--- config.mk ---
export PLATFORM = sky130hd
export DESIGN_NAME = pair_compare_monitor
export DESIGN_NICKNAME = d
export VERILOG_FILES = /design/src/rtl/pair_mon_pkg.sv /design/src/rtl/sat_counter.sv /design/src/rtl/pair_compare_monitor.sv
export SDC_FILE = /design/constraint.sdc
export NUM_CORES = 1
export LEC_CHECK = 0
export CAP_MARGIN = 15
export CORE_AREA = 10 10 68 70
export DETAILED_ROUTE_END_ITERATION = 10
export DIE_AREA = 0 0 78 80
export PLACE_DENSITY = 0.73
export RECOVER_POWER = 50
export SLEW_MARGIN = 20
export SYNTH_ARGS = -nofsm -noshare
export SYNTH_HDL_FRONTEND = slang
export SYNTH_SLANG_ARGS = --single-unit
--- constraint.sdc ---
create_clock -name clk -period 1.7 [get_ports clk]
set_input_delay 0.17 -clock clk [delete_from_list [all_inputs] [get_ports clk]]
set_output_delay 0.17 -clock clk [all_outputs]
set_load 0.02 [all_outputs]
--- src/rtl/pair_mon_pkg.sv ---
// Shared types and default sizing for the pair compare monitor.
package pair_mon_pkg;

  typedef enum logic [1:0] {
    IDLE     = 2'd0,
    MATCH    = 2'd1,
    MISMATCH = 2'd2,
    FAULT    = 2'd3
  } pm_state_e;

  localparam int DEF_CNT_W        = 8;
  localparam int DEF_FAULT_THRESH = 3;
  localparam int DEF_HIST_W       = 8;

endpackage

--- src/rtl/sat_counter.sv ---
// Saturating up-counter with synchronous clear (clear wins over increment).
module sat_counter #(
  parameter int W = 8
) (
  input  logic         clk,
  input  logic         rst,
  input  logic         clr,
  input  logic         inc,
  output logic [W-1:0] q
);

  always_ff @(posedge clk or posedge rst) begin
    if (rst)                  q <= '0;
    else if (clr)             q <= '0;
    else if (inc && !(&q))    q <= q + 1'b1;
  end

endmodule

--- src/rtl/pair_compare_monitor.sv ---
// Compares an expected/actual bit pair per enabled sample; counts, tracks mismatch
// runs and latches a sticky fault. Define PAIR_MON_HISTORY_EN for the hist port.
module pair_compare_monitor
  import pair_mon_pkg::*;
#(
  parameter int CNT_W        = DEF_CNT_W,
  parameter int FAULT_THRESH = DEF_FAULT_THRESH,
  parameter int HIST_W       = DEF_HIST_W
) (
  input  logic             clk,
  input  logic             rst,
  input  logic             clear,
  input  logic             sample_en,
  input  logic             exp_bit,
  input  logic             act_bit,
  output logic             mismatch,
  output logic             fault,
  output logic [1:0]       state,
  output logic [CNT_W-1:0] sample_cnt,
  output logic [CNT_W-1:0] mismatch_cnt
`ifdef PAIR_MON_HISTORY_EN
  ,
  output logic [HIST_W-1:0] hist
`endif
);

  logic             diff, take;
  logic [CNT_W-1:0] run, run_nxt;
  pm_state_e        cur, nxt;

  assign diff = exp_bit ^ act_bit;
  assign take = sample_en & ~clear;

  sat_counter #(.W(CNT_W)) u_sample (
    .clk(clk), .rst(rst), .clr(clear), .inc(take), .q(sample_cnt)
  );

  sat_counter #(.W(CNT_W)) u_mismatch (
    .clk(clk), .rst(rst), .clr(clear), .inc(take & diff), .q(mismatch_cnt)
  );

  // A matching sample ends the current run of mismatches.
  sat_counter #(.W(CNT_W)) u_run (
    .clk(clk), .rst(rst), .clr(clear | (sample_en & ~diff)), .inc(take & diff), .q(run)
  );

  // Value the run counter will hold after this edge if the sample mismatches.
  assign run_nxt = (&run) ? run : run + 1'b1;

  always_ff @(posedge clk or posedge rst) begin
    if (rst) cur <= IDLE;
    else     cur <= nxt;
  end

  always_comb begin
    nxt = cur;
    if (clear)
      nxt = IDLE;
    else if (sample_en && cur != FAULT) begin
      if (!diff)                                 nxt = MATCH;
      else if (run_nxt >= CNT_W'(FAULT_THRESH))  nxt = FAULT;
      else                                       nxt = MISMATCH;
    end
  end

  always_comb begin
    state = cur;
    fault = (cur == FAULT);
  end

  always_ff @(posedge clk or posedge rst) begin
    if (rst) mismatch <= 1'b0;
    else     mismatch <= take & diff;
  end

`ifdef PAIR_MON_HISTORY_EN
  always_ff @(posedge clk or posedge rst) begin
    if (rst)            hist <= '0;
    else if (clear)     hist <= '0;
    else if (sample_en) hist <= {hist[HIST_W-2:0], diff};
  end
`endif

endmodule

======== Word level (Yosys, flattened, before mapping) ========
Index checks and enable logic that the tools add are counted.
Widths: inputs -> output; s select.
storage, ports and cells
  RAM bits ................................ 0
  input port bits ......................... 6
  memories ................................ 0
  word-level logic and storage cells ...... 43
  register bits after elaboration ......... 27
  output and inout port bits .............. 20
  latch bits .............................. 0
  memory bits (read-only) ................. 0
operators by class
  bitwise logic cells ..................... 7
  multipliers ............................. 0
  equal/unequal tests ..................... 2
  add/sub/neg operators ................... 3
  order comparisons ....................... 1
  divide/modulo/power cells ............... 0
  multiplexer cells ....................... 11
  reduce and logical (&&, ||, !) cells .... 14
  shift-type cells ........................ 0
operators by type and width
  kind                 number
  $mux 8               7
  $add 8x1->8 const B  3
  $reduce_and 8->1     3
  $ge 8x2->1 const B   1
  $reduce_bool 2->1    4
  $mux 2               3
  $logic_and 1x1->1    4
  $and 1x1->1          3
  $logic_not 1->1      3
  $eq 2x2->1 const B   1
  $ne 2x2->1 const B   1
  $not 1->1            2
  $mux 1               1
  $or 1x1->1           1
  $xor 1x1->1          1

======== Depth between registers and ports, before layout ========
Gate-level depths: netlist of the first run.
  depth after elaboration ................. 7
  gate-level depth with buffers ........... 6
  mapped depth without buffers ............ 5

======== Hierarchy ========
Synthesis of the first run repeated with hierarchy kept, for this count alone.
unflattened totals
  cells, all modules ...................... 156
  area, all modules ....................... 1511.4 µm²
by module, submodules not included
  module                cells an instance  instances  area an instance (µm²)  sequential area each (µm²)
  sat_counter           44                 3          437.9                   200.2
  pair_compare_monitor  24                 1          197.7                   75.1

======== Worst setup path after synthesis of the first run ========
No wires, ideal clock.
  path type ............................... reg-to-reg
  start point ............................. register u_sample.q[0]
  end point ............................... register u_sample.q[1]
  buffers on the path ..................... 1
  arrival time ............................ 1.561 ns
  data required time ...................... 1.568 ns
  cell stages (with the launch flop) ...... 7
  library setup time ...................... 0.132 ns
  path slack .............................. 0.007 ns
  period minus slack after synthesis ...... 1.693 ns
  path through ............................ dfrtp_1 ha_1 and3_1 clkbuf_1 a31oi_2 mux2i_1 nor2_1
between the ends
  word-level cells in the longest chain between the ends .. 4
  elaborated cells on any way between the ends .. 7
  those cells by class .................... 1 x add/sub; 2 x mux; 4 x reduce/logical
RTL lines
  item                                                 RTL line           source
  start: declaration                                   sat_counter.sv:9   output logic [W-1:0] q
  start signal: assignment                             sat_counter.sv:15  else if (inc && !(&q)) q <= q + 1'b1;
  branches (longest 4 deep; another with $add 8x1->8)  n/a
Several ways; the timed one is not identified. The select of a mux whose other input is x is not followed.
A chain may end at the register's enable or synchronous reset.

======== Worst setup path in the final report of the first run ========
  start point ............................. register u_mismatch.q[1]
  end point ............................... output mismatch_cnt[1]
RTL lines
  item                      RTL line                    source
  start: declaration        sat_counter.sv:9
  start signal: assignment  sat_counter.sv:15
  end: declaration          pair_compare_monitor.sv:20  output logic [CNT_W-1:0] mismatch_cnt
No word-level cell between the ends.

==> results.yml, run 1 <==
pwr:
  p_sw_mw: 0.312
  design_power_total_mw: 1.14
  power_density_mw_per_mm2: 578
  switching_share_pct: 27.2
  cell_internal_pwr_mw: 0.833
  leakage_power_figure_nw: 0.812
  sequentialPowerShare_pct: 58.6
  power.share.clock_pct: 24.7
  pwr-share-comb_pct: 16.7
  vdd_ir_drop_max_mv: 0.314
grt:
  track_usage_pct: 12.6
  grt_pass1_wl_um: 6580
  global_route.overflow_total: 0
  first_global_vias: 1424
  grt_max_degree: 28
  antenna_found_initial: 0
drt:
  totalWireLength_um: 3970
  drt-wirelength-per-cell_um: 16.6
  first_iter_violations: 127
  route.antenna.remaining_nets: 0
  routed-via-count: 1385
  drtPass1Iterations: 4
  drt-vias-per-instance: 5.79
  remaining_drc_errors: 0
logic_synthesis:
  synth_compound_gate_area_share_pct: 22.1
  post_synthesis_sequential_area_ratio_pct: 45.1
  ys_ff_latch: 27
  synth_nets: 161
  syn-cell-area_mm2: 0.00150
  synth_fa_ha_area_share_pct: 2.50
  synth.lib_cells_used.distinct: 45
  synth_flop_cell: "sky130_fd_sc_hd__dfrtp_1"
  fraction_of_the_mapped_netlist_area_in_simple_logic_gates_pct: 18.4
  synth-async-reset-ratio_pct: 100
  synth_top_family_by_area: "compound AO/OA/AOI/OAI gates"
  ys.warnings.count: 0
  synth_enable_flop_cells: 0
  gate_count_of_the_mapped_netlist: 152
  post_synth_xor_area_fraction_pct: 5.76
  syn-mean-instance-area_um2: 9.86
  synth_mux_area_share_pct: 2.09
cells_and_area:
  instances_no_fill: 239
  final_layout_size_suffix_gt1_share_pct: 20.7
  n_antenna_cell: 0
  fill_cells: 288
  syn_to_final_growth_pct: 32.1
  layout.nets: 203
min_path:
  min-delay-path-class: "input port to async pin"
floorplan:
  die_area_mm2: 0.00624
  initial_utilization_pct: 45.6
  fp.dieH_um: 80
  core_region_area_mm2: 0.00328
  rows: 21
  chipWidth_um: 78
  number_of_placed_i_o_pins: 26
cts:
  clock_sinks: 27
  number_of_post_cts_setup_repair_buffers: 0
  cts.htree.levels: 1
  clkLatencyLatePin_ns: 0.32
  clock-root-buffer: "sky130_fd_sc_hd__clkbuf_4"
  cts_inserted_buffers: 3
  tritoncts_clock_tree: "built"
  cts.path.max_buffers: 2
  clock_pin_transition_on_the_worst_setup_and_hold_timing_paths_ns: 0.15
worst_setup_path:
  category_of_the_most_critical_setup_path: "flop to primary output"
  worstSetupEndpointType: "primary output"
  cp-start-kind: "flop"
  cpPeakStageDelay_ns: 0.64
  cp_max_fo: 4
  critical_path_arrival_ns: 1.47
  critical_path.slowest_cell: "sky130_fd_sc_hd__clkdlybuf4s50_1"
  crit_chain: "buf_4 > clkdlybuf4s50_1"
  worstPathRequired_ns: 1.53
timing:
  report.final.setup_viol: 0
  fin_worst_skew_ns: 0.00143
  period_minus_slack_ns: 1.64
  fin_crit_sh_pct: 96.6
  timing.final.hold_violations: 0
  whs_ns: 0.466
  drv_slew: 0
  fmaxAchievable_ghz: 0.609
  tightestPinTransition_ns: 0.674
  rsz0062_at_grt: "no"
  slew_headroom_pct: 55.1
placement:
  place.detailed.hpwl_um: 2880
  post-place-cells: 235
  buffer_ports.inserted: 25
  globalplace.congestion: 0.844
status:
  outcome: "complete, no violations"
run:
  timing.max_cap.violations: 0
[final timing paths]
check                                startpoint               to  slack [ns]  depth (start not counted)
worst min register to register  u_mismatch.q[7]  u_mismatch.q[7]        0.52                          1
worst max-delay path            u_mismatch.q[1]  mismatch_cnt[1]        0.06                          2
min in group clk                u_mismatch.q[7]  u_mismatch.q[7]        0.52                          1
worst max register to register       u_run.q[1]         state[0]        0.08                          5
max in group asynchronous                   rst    u_sample.q[7]        0.76                          3
worst min-delay path                        rst    u_sample.q[1]        0.47                          3
[area by class of cell]
cell class                 instances  area (um^2)  area share (%)
sequential                        27          678            34.3
timing repair buffer              44          380            19.2
inverter                           8         30.0            1.52
clock inverter                     1         5.00           0.253
tap                               46         57.6            2.91
multi-input combinational        110          806            40.7
clock buffer                       3         22.5            1.14
[synthesized netlist by cell type, types with 2 or more instances]
cell type | n | area (um^2)
sky130_fd_sc_hd__a221o_1 | 2 | 20.0
sky130_fd_sc_hd__and3_1 | 4 | 25.0
sky130_fd_sc_hd__and2_1 | 2 | 12.5
sky130_fd_sc_hd__xor2_1 | 3 | 26.3
sky130_fd_sc_hd__inv_1 | 8 | 30.0
sky130_fd_sc_hd__ha_1 | 3 | 37.5
sky130_fd_sc_hd__nand4_1 | 4 | 25.0
sky130_fd_sc_hd__xnor2_1 | 5 | 43.8
sky130_fd_sc_hd__buf_2 | 4 | 20.0
sky130_fd_sc_hd__a311oi_1 | 4 | 35.0
sky130_fd_sc_hd__a21oi_1 | 8 | 40.0
sky130_fd_sc_hd__nand2_1 | 8 | 30.0
sky130_fd_sc_hd__o21ai_0 | 7 | 35.0
sky130_fd_sc_hd__dfrtp_1 | 27 | 676
sky130_fd_sc_hd__clkbuf_1 | 3 | 11.3
sky130_fd_sc_hd__nor3_1 | 6 | 30.0
sky130_fd_sc_hd__o41ai_1 | 3 | 26.3
sky130_fd_sc_hd__mux2i_1 | 2 | 20.0
sky130_fd_sc_hd__nand3_1 | 9 | 45.0
sky130_fd_sc_hd__a22o_1 | 2 | 17.5
sky130_fd_sc_hd__a211oi_1 | 3 | 22.5
sky130_fd_sc_hd__or3_1 | 2 | 12.5
sky130_fd_sc_hd__nor2_1 | 11 | 41.3
[power groups by stage]
stage	clock network [mW]	registers, mW	logic (mW)
finish	0.283	0.671	0.191
global route	0.319	0.674	0.210
CTS	0.295	0.671	0.191
detailed placement	0	0.683	0.190
global placement	0	0.682	0.186
floorplan	0	0.699	0.0805
[placed cells by master (no fill, tap or decap), types with 3 or more instances in the layout]
master / count
sky130_fd_sc_hd__clkdlybuf4s50_1: 20
sky130_fd_sc_hd__xor2_1: 3
sky130_fd_sc_hd__a211oi_1: 3
sky130_fd_sc_hd__inv_1: 8
sky130_fd_sc_hd__a21oi_1: 8
sky130_fd_sc_hd__nand4_1: 4
sky130_fd_sc_hd__dfrtp_1: 25
sky130_fd_sc_hd__o41ai_1: 3
sky130_fd_sc_hd__nand2_1: 8
sky130_fd_sc_hd__a311oi_1: 3
sky130_fd_sc_hd__clkbuf_4: 4
sky130_fd_sc_hd__xnor2_1: 5
sky130_fd_sc_hd__buf_4: 16
sky130_fd_sc_hd__nand3_1: 8
sky130_fd_sc_hd__o21ai_0: 7
sky130_fd_sc_hd__and3_1: 4
sky130_fd_sc_hd__nor2_1: 10
sky130_fd_sc_hd__nor3_1: 6
[stage by stage]
stage,setup WS (ns),instance area (um^2),utilization [%],setup TNS [ns]
4_1_cts,0.0181,1950,59.4,0
6_report,0.0572,1980,60.3,0
3_5_place_dp,-0.0698,1920,58.4,-0.395
3_3_place_gp,-0.0457,1920,58.4,-0.143
5_1_grt,0.00274,1980,60.3,0
2_1_floorplan,0.00698,1500,-,0
[worst max-delay path: cells and delay by family (launching register included)]
family | cells | cell delay (ns)
buffers and inverters | 2 | 0.77
flip-flops | 1 | 0.38
[per-layer routing]
layer	vias up	track usage [%]	routed length (um)
li1	656	-	-
met1	667	14.7	1620
met2	54	21.6	2000
met3	8	3.72	281
met4	0	4.66	72
met5	-	0	0
[state kept, by name, summed over array words and instances, names as in the netlist]
name	cells
u_sample.q	8
u_run.q	8
u_mismatch.q	8
state	2
mismatch	1
[timing repair]
item | CTS | global route
setup endpoints to repair | 3 | 20
hold buffers | 0 | 0
gates resized for setup | 3 | 15
pin swaps | 4 | 4
[logic make-up (layout without fill, tap and decap cells)]
| logic type | Yosys count | after routing |
|---|---|---|
| and+or+nand+nor | 53 | 53 |
| adders and majority gates | 3 | 3 |
| DFF | 27 | 27 |
| xor gates and xnor gates | 9 | 9 |
| AOI/OAI and AO/OA | 42 | 42 |
| muxes | 3 | 3 |
| buffers and inverters | 15 | 56 |
No activity file was read; power rests on OpenSTA's default activity.
==> run 2, diff against run 1 <==
Settings changed: PLACE_DENSITY 0.73 to 0.85, SKIP_CTS_REPAIR_TIMING set to 1, SLEW_MARGIN 20 to unset.
==> results.yml, run 2 (synthesis gave the netlist of run 1 again) <==
grt:
  grt_pass1_wl_um: 6510
  grt_max_degree: 28
  global_route.overflow_total: 0
  first_global_vias: 1379
  track_usage_pct: 12.5
  antenna_found_initial: 0
worst_setup_path:
  cp-start-kind: "flop"
  cp_max_fo: 4
  worstSetupEndpointType: "flop"
  category_of_the_most_critical_setup_path: "flop to flop"
  worstPathRequired_ns: 1.90
  critical_path_arrival_ns: 1.96
cells_and_area:
  syn_to_final_growth_pct: 28.1
  final_util_pct: 58.5
  layout_commonest_cell: "sky130_fd_sc_hd__dfrtp_1"
  layout.cells.most_common_list: "sky130_fd_sc_hd__dfrtp_1, sky130_fd_sc_hd__clkdlybuf4s50_1, sky130_fd_sc_hd__buf_4"
  fill_cells: 304
  largestRegisters: "u_mismatch.q: 8 flops, u_run.q: 8 flops, u_sample.q: 8 flops"
  final_layout_size_suffix_gt1_share_pct: 16.4
  n_antenna_cell: 0
  layout.nets: 199
timing:
  drv_slew: 0
  report.final.setup_viol: 1
  setup_ws_ns: -0.0540
  rsz0062_at_grt: "yes"
  fin_crit_sh_pct: 103
  slew_headroom_pct: 53.5
  period_minus_slack_ns: 1.75
  setup-tns-final_ns: -0.0540
  fmaxAchievable_ghz: 0.570
  fin_worst_skew_ns: 0.00413
  tightestPinTransition_ns: 0.697
  timing.final.hold_violations: 0
pwr:
  vdd_ir_drop_max_mv: 0.363
  power_density_mw_per_mm2: 593
  design_power_total_mw: 1.14
  leakage_power_figure_nw: 0.788
drt:
  first_iter_violations: 107
  remaining_drc_errors: 0
  drtPass1Iterations: 4
  totalWireLength_um: 3930
  routed-via-count: 1336
  route.antenna.remaining_nets: 0
  drt-vias-per-instance: 5.69
  drt-wirelength-per-cell_um: 16.7
status:
  outcome: "complete, but fails checks"
  failed_checks: "setup timing"
cts:
  tritoncts_clock_tree: "built"
  cts.htree.levels: 1
  clock-root-buffer: "sky130_fd_sc_hd__clkbuf_4"
  clock_pin_transition_on_the_worst_setup_and_hold_timing_paths_ns: 0.15
  cts.path.max_buffers: 2
  clkLatencyLatePin_ns: 0.32
  clock_sinks: 27
  cts_inserted_buffers: 3
floorplan:
  fp.dieH_um: 80
  die_area_mm2: 0.00624
  rows: 21
  chipWidth_um: 78
  initial_utilization_pct: 45.6
  core_region_area_mm2: 0.00328
  number_of_placed_i_o_pins: 26
run:
  timing.max_cap.violations: 0
placement:
  globalplace.congestion: 0.856
  pre_cts_ws_ns: -0.104
  place.detailed.hpwl_um: 2850
  buffer_ports.inserted: 25
min_path:
  min-delay-path-class: "input port to async pin"
[run 2: cell types whose count changed in the layout (fill, tap and decap cells not counted), sizes merged]
cell	change
buf	-3
clkinv	-1
dlygate4sd2	-1
dlygate4sd3	+1
[run 2: worst paths after layout]
kind / startpoint / depth (start not counted) / slack [ns] / to
worst max-delay path: u_run.q[0] / 5 / -0.05 / state[0]
worst max register to register: u_run.q[0] / 5 / -0.05 / state[0]
worst min-delay path: rst / 3 / 0.44 / u_mismatch.q[0]
max in group asynchronous: rst / 3 / 0.77 / u_sample.q[7]
min in group clk: u_mismatch.q[6] / 1 / 0.55 / u_mismatch.q[6]
worst min register to register: u_mismatch.q[6] / 1 / 0.55 / u_mismatch.q[6]
[run 2: cell type report]
class | instances | area [um^2] | share of cell area (%)
repair buffers | 40 | 348 | 18.1
flip-flops and latches | 27 | 678 | 35.3
clock buffers | 4 | 26.3 | 1.37
inverters | 8 | 30.0 | 1.56
multi-input cells | 110 | 781 | 40.7
well taps | 46 | 57.6 | 3.00
[run 2: per-layer routing]
metal | part of all wire, % | routed length, um | vias up | track usage, %
li1 | - | - | 650 | -
met1 | 42 | 1630 | 653 | 15.1
met2 | 53 | 2070 | 31 | 21.5
met3 | 5.1 | 201 | 2 | 2.48
met4 | 0.48 | 19 | 0 | 4.48
met5 | 0 | 0 | - | 0
[run 2: where the power goes]
| group | total [mW] | internal, mW | switching [mW] |
|---|---|---|---|
| clock network | 0.285 | 0.0919 | 0.193 |
| registers | 0.674 | 0.658 | 0.0155 |
| logic | 0.180 | 0.0792 | 0.101 |
| total | 1.14 | 0.829 | 0.310 |
[run 2: stage by stage]
stage / hold WS, ns / cell area [um^2] / cells
final: 0.444 / 1920 / 235
after global routing: 0.491 / 1920 / 235
after CTS: 0.190 / 1910 / 235
after detailed placement: 0.534 / 1890 / 231
after global placement: 0.509 / 1890 / 231
after floorplan: 0.223 / 1500 / 152
[run 2: worst max-delay path, cell delays in order (launching register included)]
cell                       delay (ns)
sky130_fd_sc_hd__dfrtp_1         0.43
sky130_fd_sc_hd__ha_1            0.22
sky130_fd_sc_hd__or2_2           0.28
sky130_fd_sc_hd__a221o_1         0.34
sky130_fd_sc_hd__nor4_2          0.22
sky130_fd_sc_hd__a311oi_1        0.14
==> run 3, diff against run 2 <==
Settings changed: REMOVE_ABC_BUFFERS set to 1.
==> results.yml, run 3 (synthesis gave the netlist of run 1 again) <==
pwr:
  vdd_ir_drop_max_mv: 0.482
  p_sw_mw: 0.314
  design_power_total_mw: 1.15
  leakage_power_figure_nw: 0.798
  pwr-share-comb_pct: 15.9
  power_density_mw_per_mm2: 585
  switching_share_pct: 27.4
  sequentialPowerShare_pct: 58.7
  power.share.clock_pct: 25.4
  cell_internal_pwr_mw: 0.833
drt:
  first_iter_violations: 126
  remaining_drc_errors: 0
  totalWireLength_um: 3860
  route.antenna.remaining_nets: 0
  drt-wirelength-per-cell_um: 16.3
  drt-vias-per-instance: 5.82
  drtPass1Iterations: 4
  routed-via-count: 1374
worst_setup_path:
  worstSetupEndpointType: "flop"
  cp-start-kind: "flop"
  reg2reg_from: "u_run.q[1]"
  critical_path.slowest_cell: "sky130_fd_sc_hd__dfrtp_1"
  cp_top_family: "simple AND/OR/NAND/NOR gates"
  cp_max_fo: 2
  crit_chain: "ha_2 > or2_4 > a221o_1 > nor4_2 > a311oi_1"
  worst-r2r-cell-count: 5
  critical_path_arrival_ns: 1.90
  timing.rr.end: "state[0]"
  critical_path_buf_inv_count: 0
  regToRegSetupSlack_ns: 0.03
  worstPathRequired_ns: 1.93
  category_of_the_most_critical_setup_path: "flop to flop"
  cpPeakStageDelay_ns: 0.42
grt:
  track_usage_pct: 12.3
  antenna_found_initial: 0
  grt_max_degree: 28
  first_global_vias: 1340
  global_route.overflow_total: 0
  grt_pass1_wl_um: 6450
status:
  outcome: "complete, no violations"
cts:
  clock_pin_transition_on_the_worst_setup_and_hold_timing_paths_ns: 0.16
  clock-root-buffer: "sky130_fd_sc_hd__clkbuf_4"
  tritoncts_clock_tree: "built"
  cts.path.max_buffers: 2
  clock_sinks: 27
  cts_inserted_buffers: 3
  clkLatencyLatePin_ns: 0.34
  cts.htree.levels: 1
cells_and_area:
  syn_to_final_growth_pct: 30.8
  layout_commonest_cell: "sky130_fd_sc_hd__dfrtp_1"
  n_antenna_cell: 0
  layout.cells.most_common_list: "sky130_fd_sc_hd__dfrtp_1, sky130_fd_sc_hd__clkdlybuf4s50_1, sky130_fd_sc_hd__buf_4"
  instances_no_fill: 236
  final_layout_size_suffix_gt1_share_pct: 18.9
  largestRegisters: "u_mismatch.q: 8 flops, u_run.q: 8 flops, u_sample.q: 8 flops"
  layout.nets: 200
floorplan:
  core_region_area_mm2: 0.00328
  chipWidth_um: 78
  rows: 21
  number_of_placed_i_o_pins: 26
  initial_utilization_pct: 45.6
  fp.dieH_um: 80
  die_area_mm2: 0.00624
timing:
  whs_ns: 0.428
  rsz0062_at_grt: "yes"
  fmaxAchievable_ghz: 0.598
  drv_slew: 0
  period_minus_slack_ns: 1.67
  slew_headroom_pct: 55.1
  fin_crit_sh_pct: 98.3
  timing.final.hold_violations: 0
  fin_worst_skew_ns: 0.0156
  tightestPinTransition_ns: 0.673
  report.final.setup_viol: 0
placement:
  place.detailed.hpwl_um: 2770
  post-place-cells: 232
  globalplace.congestion: 0.894
  buffer_ports.inserted: 25
min_path:
  min-delay-path-class: "input port to async pin"
run:
  timing.max_cap.violations: 0
run 3: power by group through the flow:
| stage | registers (mW) | logic [mW] | clock network, mW |
|---|---|---|---|
| 2_1_floorplan | 0.699 | 0.0708 | 0 |
| 3_3_place_gp | 0.683 | 0.180 | 0 |
| 3_5_place_dp | 0.684 | 0.187 | 0 |
| 4_1_cts | 0.672 | 0.188 | 0.294 |
| 5_1_grt | 0.677 | 0.200 | 0.314 |
| 6_report | 0.673 | 0.183 | 0.291 |
run 3: worst register-to-register path: stages, from the launching register on:
cell	delay (ns)
sky130_fd_sc_hd__dfrtp_1	0.42
sky130_fd_sc_hd__ha_2	0.20
sky130_fd_sc_hd__or2_4	0.22
sky130_fd_sc_hd__a221o_1	0.32
sky130_fd_sc_hd__nor4_2	0.27
sky130_fd_sc_hd__a311oi_1	0.14
run 3: per-layer routing:
layer,track usage [%],up-vias,wire length [um]
met3,3.72,5,271
met4,4.12,0,41
li1,-,652,-
met1,15.6,670,1720
met2,19.6,47,1820
met5,0,-,0
run 3: final cells by class:
cell class                      count  area (um^2)
Multi-Input combinational cell    110          823
Timing Repair Buffer               41          347
Sequential cell                    27          677
Tap cell                           46         57.6
Fill cell                         280         1320
Clock buffer                        4         26.3
Inverter                            8         30.0
run 3: how the worst max path moves through the flow:
stage | slack [ns] | endpoint | from | cells after the start
5_1_grt | -0.04 | state[0] | u_run.q[1] | 5
3_5_place_dp | -0.10 | state[0] | act_bit | 6
4_1_cts | -0.07 | state[0] | u_run.q[0] | 5
2_1_floorplan | 0.04 | state[0] | u_run.q[0] | 5
6_report | 0.03 | state[0] | u_run.q[1] | 5
3_3_place_gp | -0.03 | u_run.q[5] | act_bit | 5
run 3: metrics by stage:
stage	cell area, um^2	utilization [%]	worst slack (ns)	TNS (ns)
after global routing	1960	59.7	-0.0428	-0.0951
after global placement	1900	57.7	-0.0304	-0.107
after detailed placement	1900	57.7	-0.102	-0.526
final	1960	59.7	0.0283	0
after CTS	1920	58.5	-0.0680	-0.0874
after floorplan	1470	-	0.0384	0
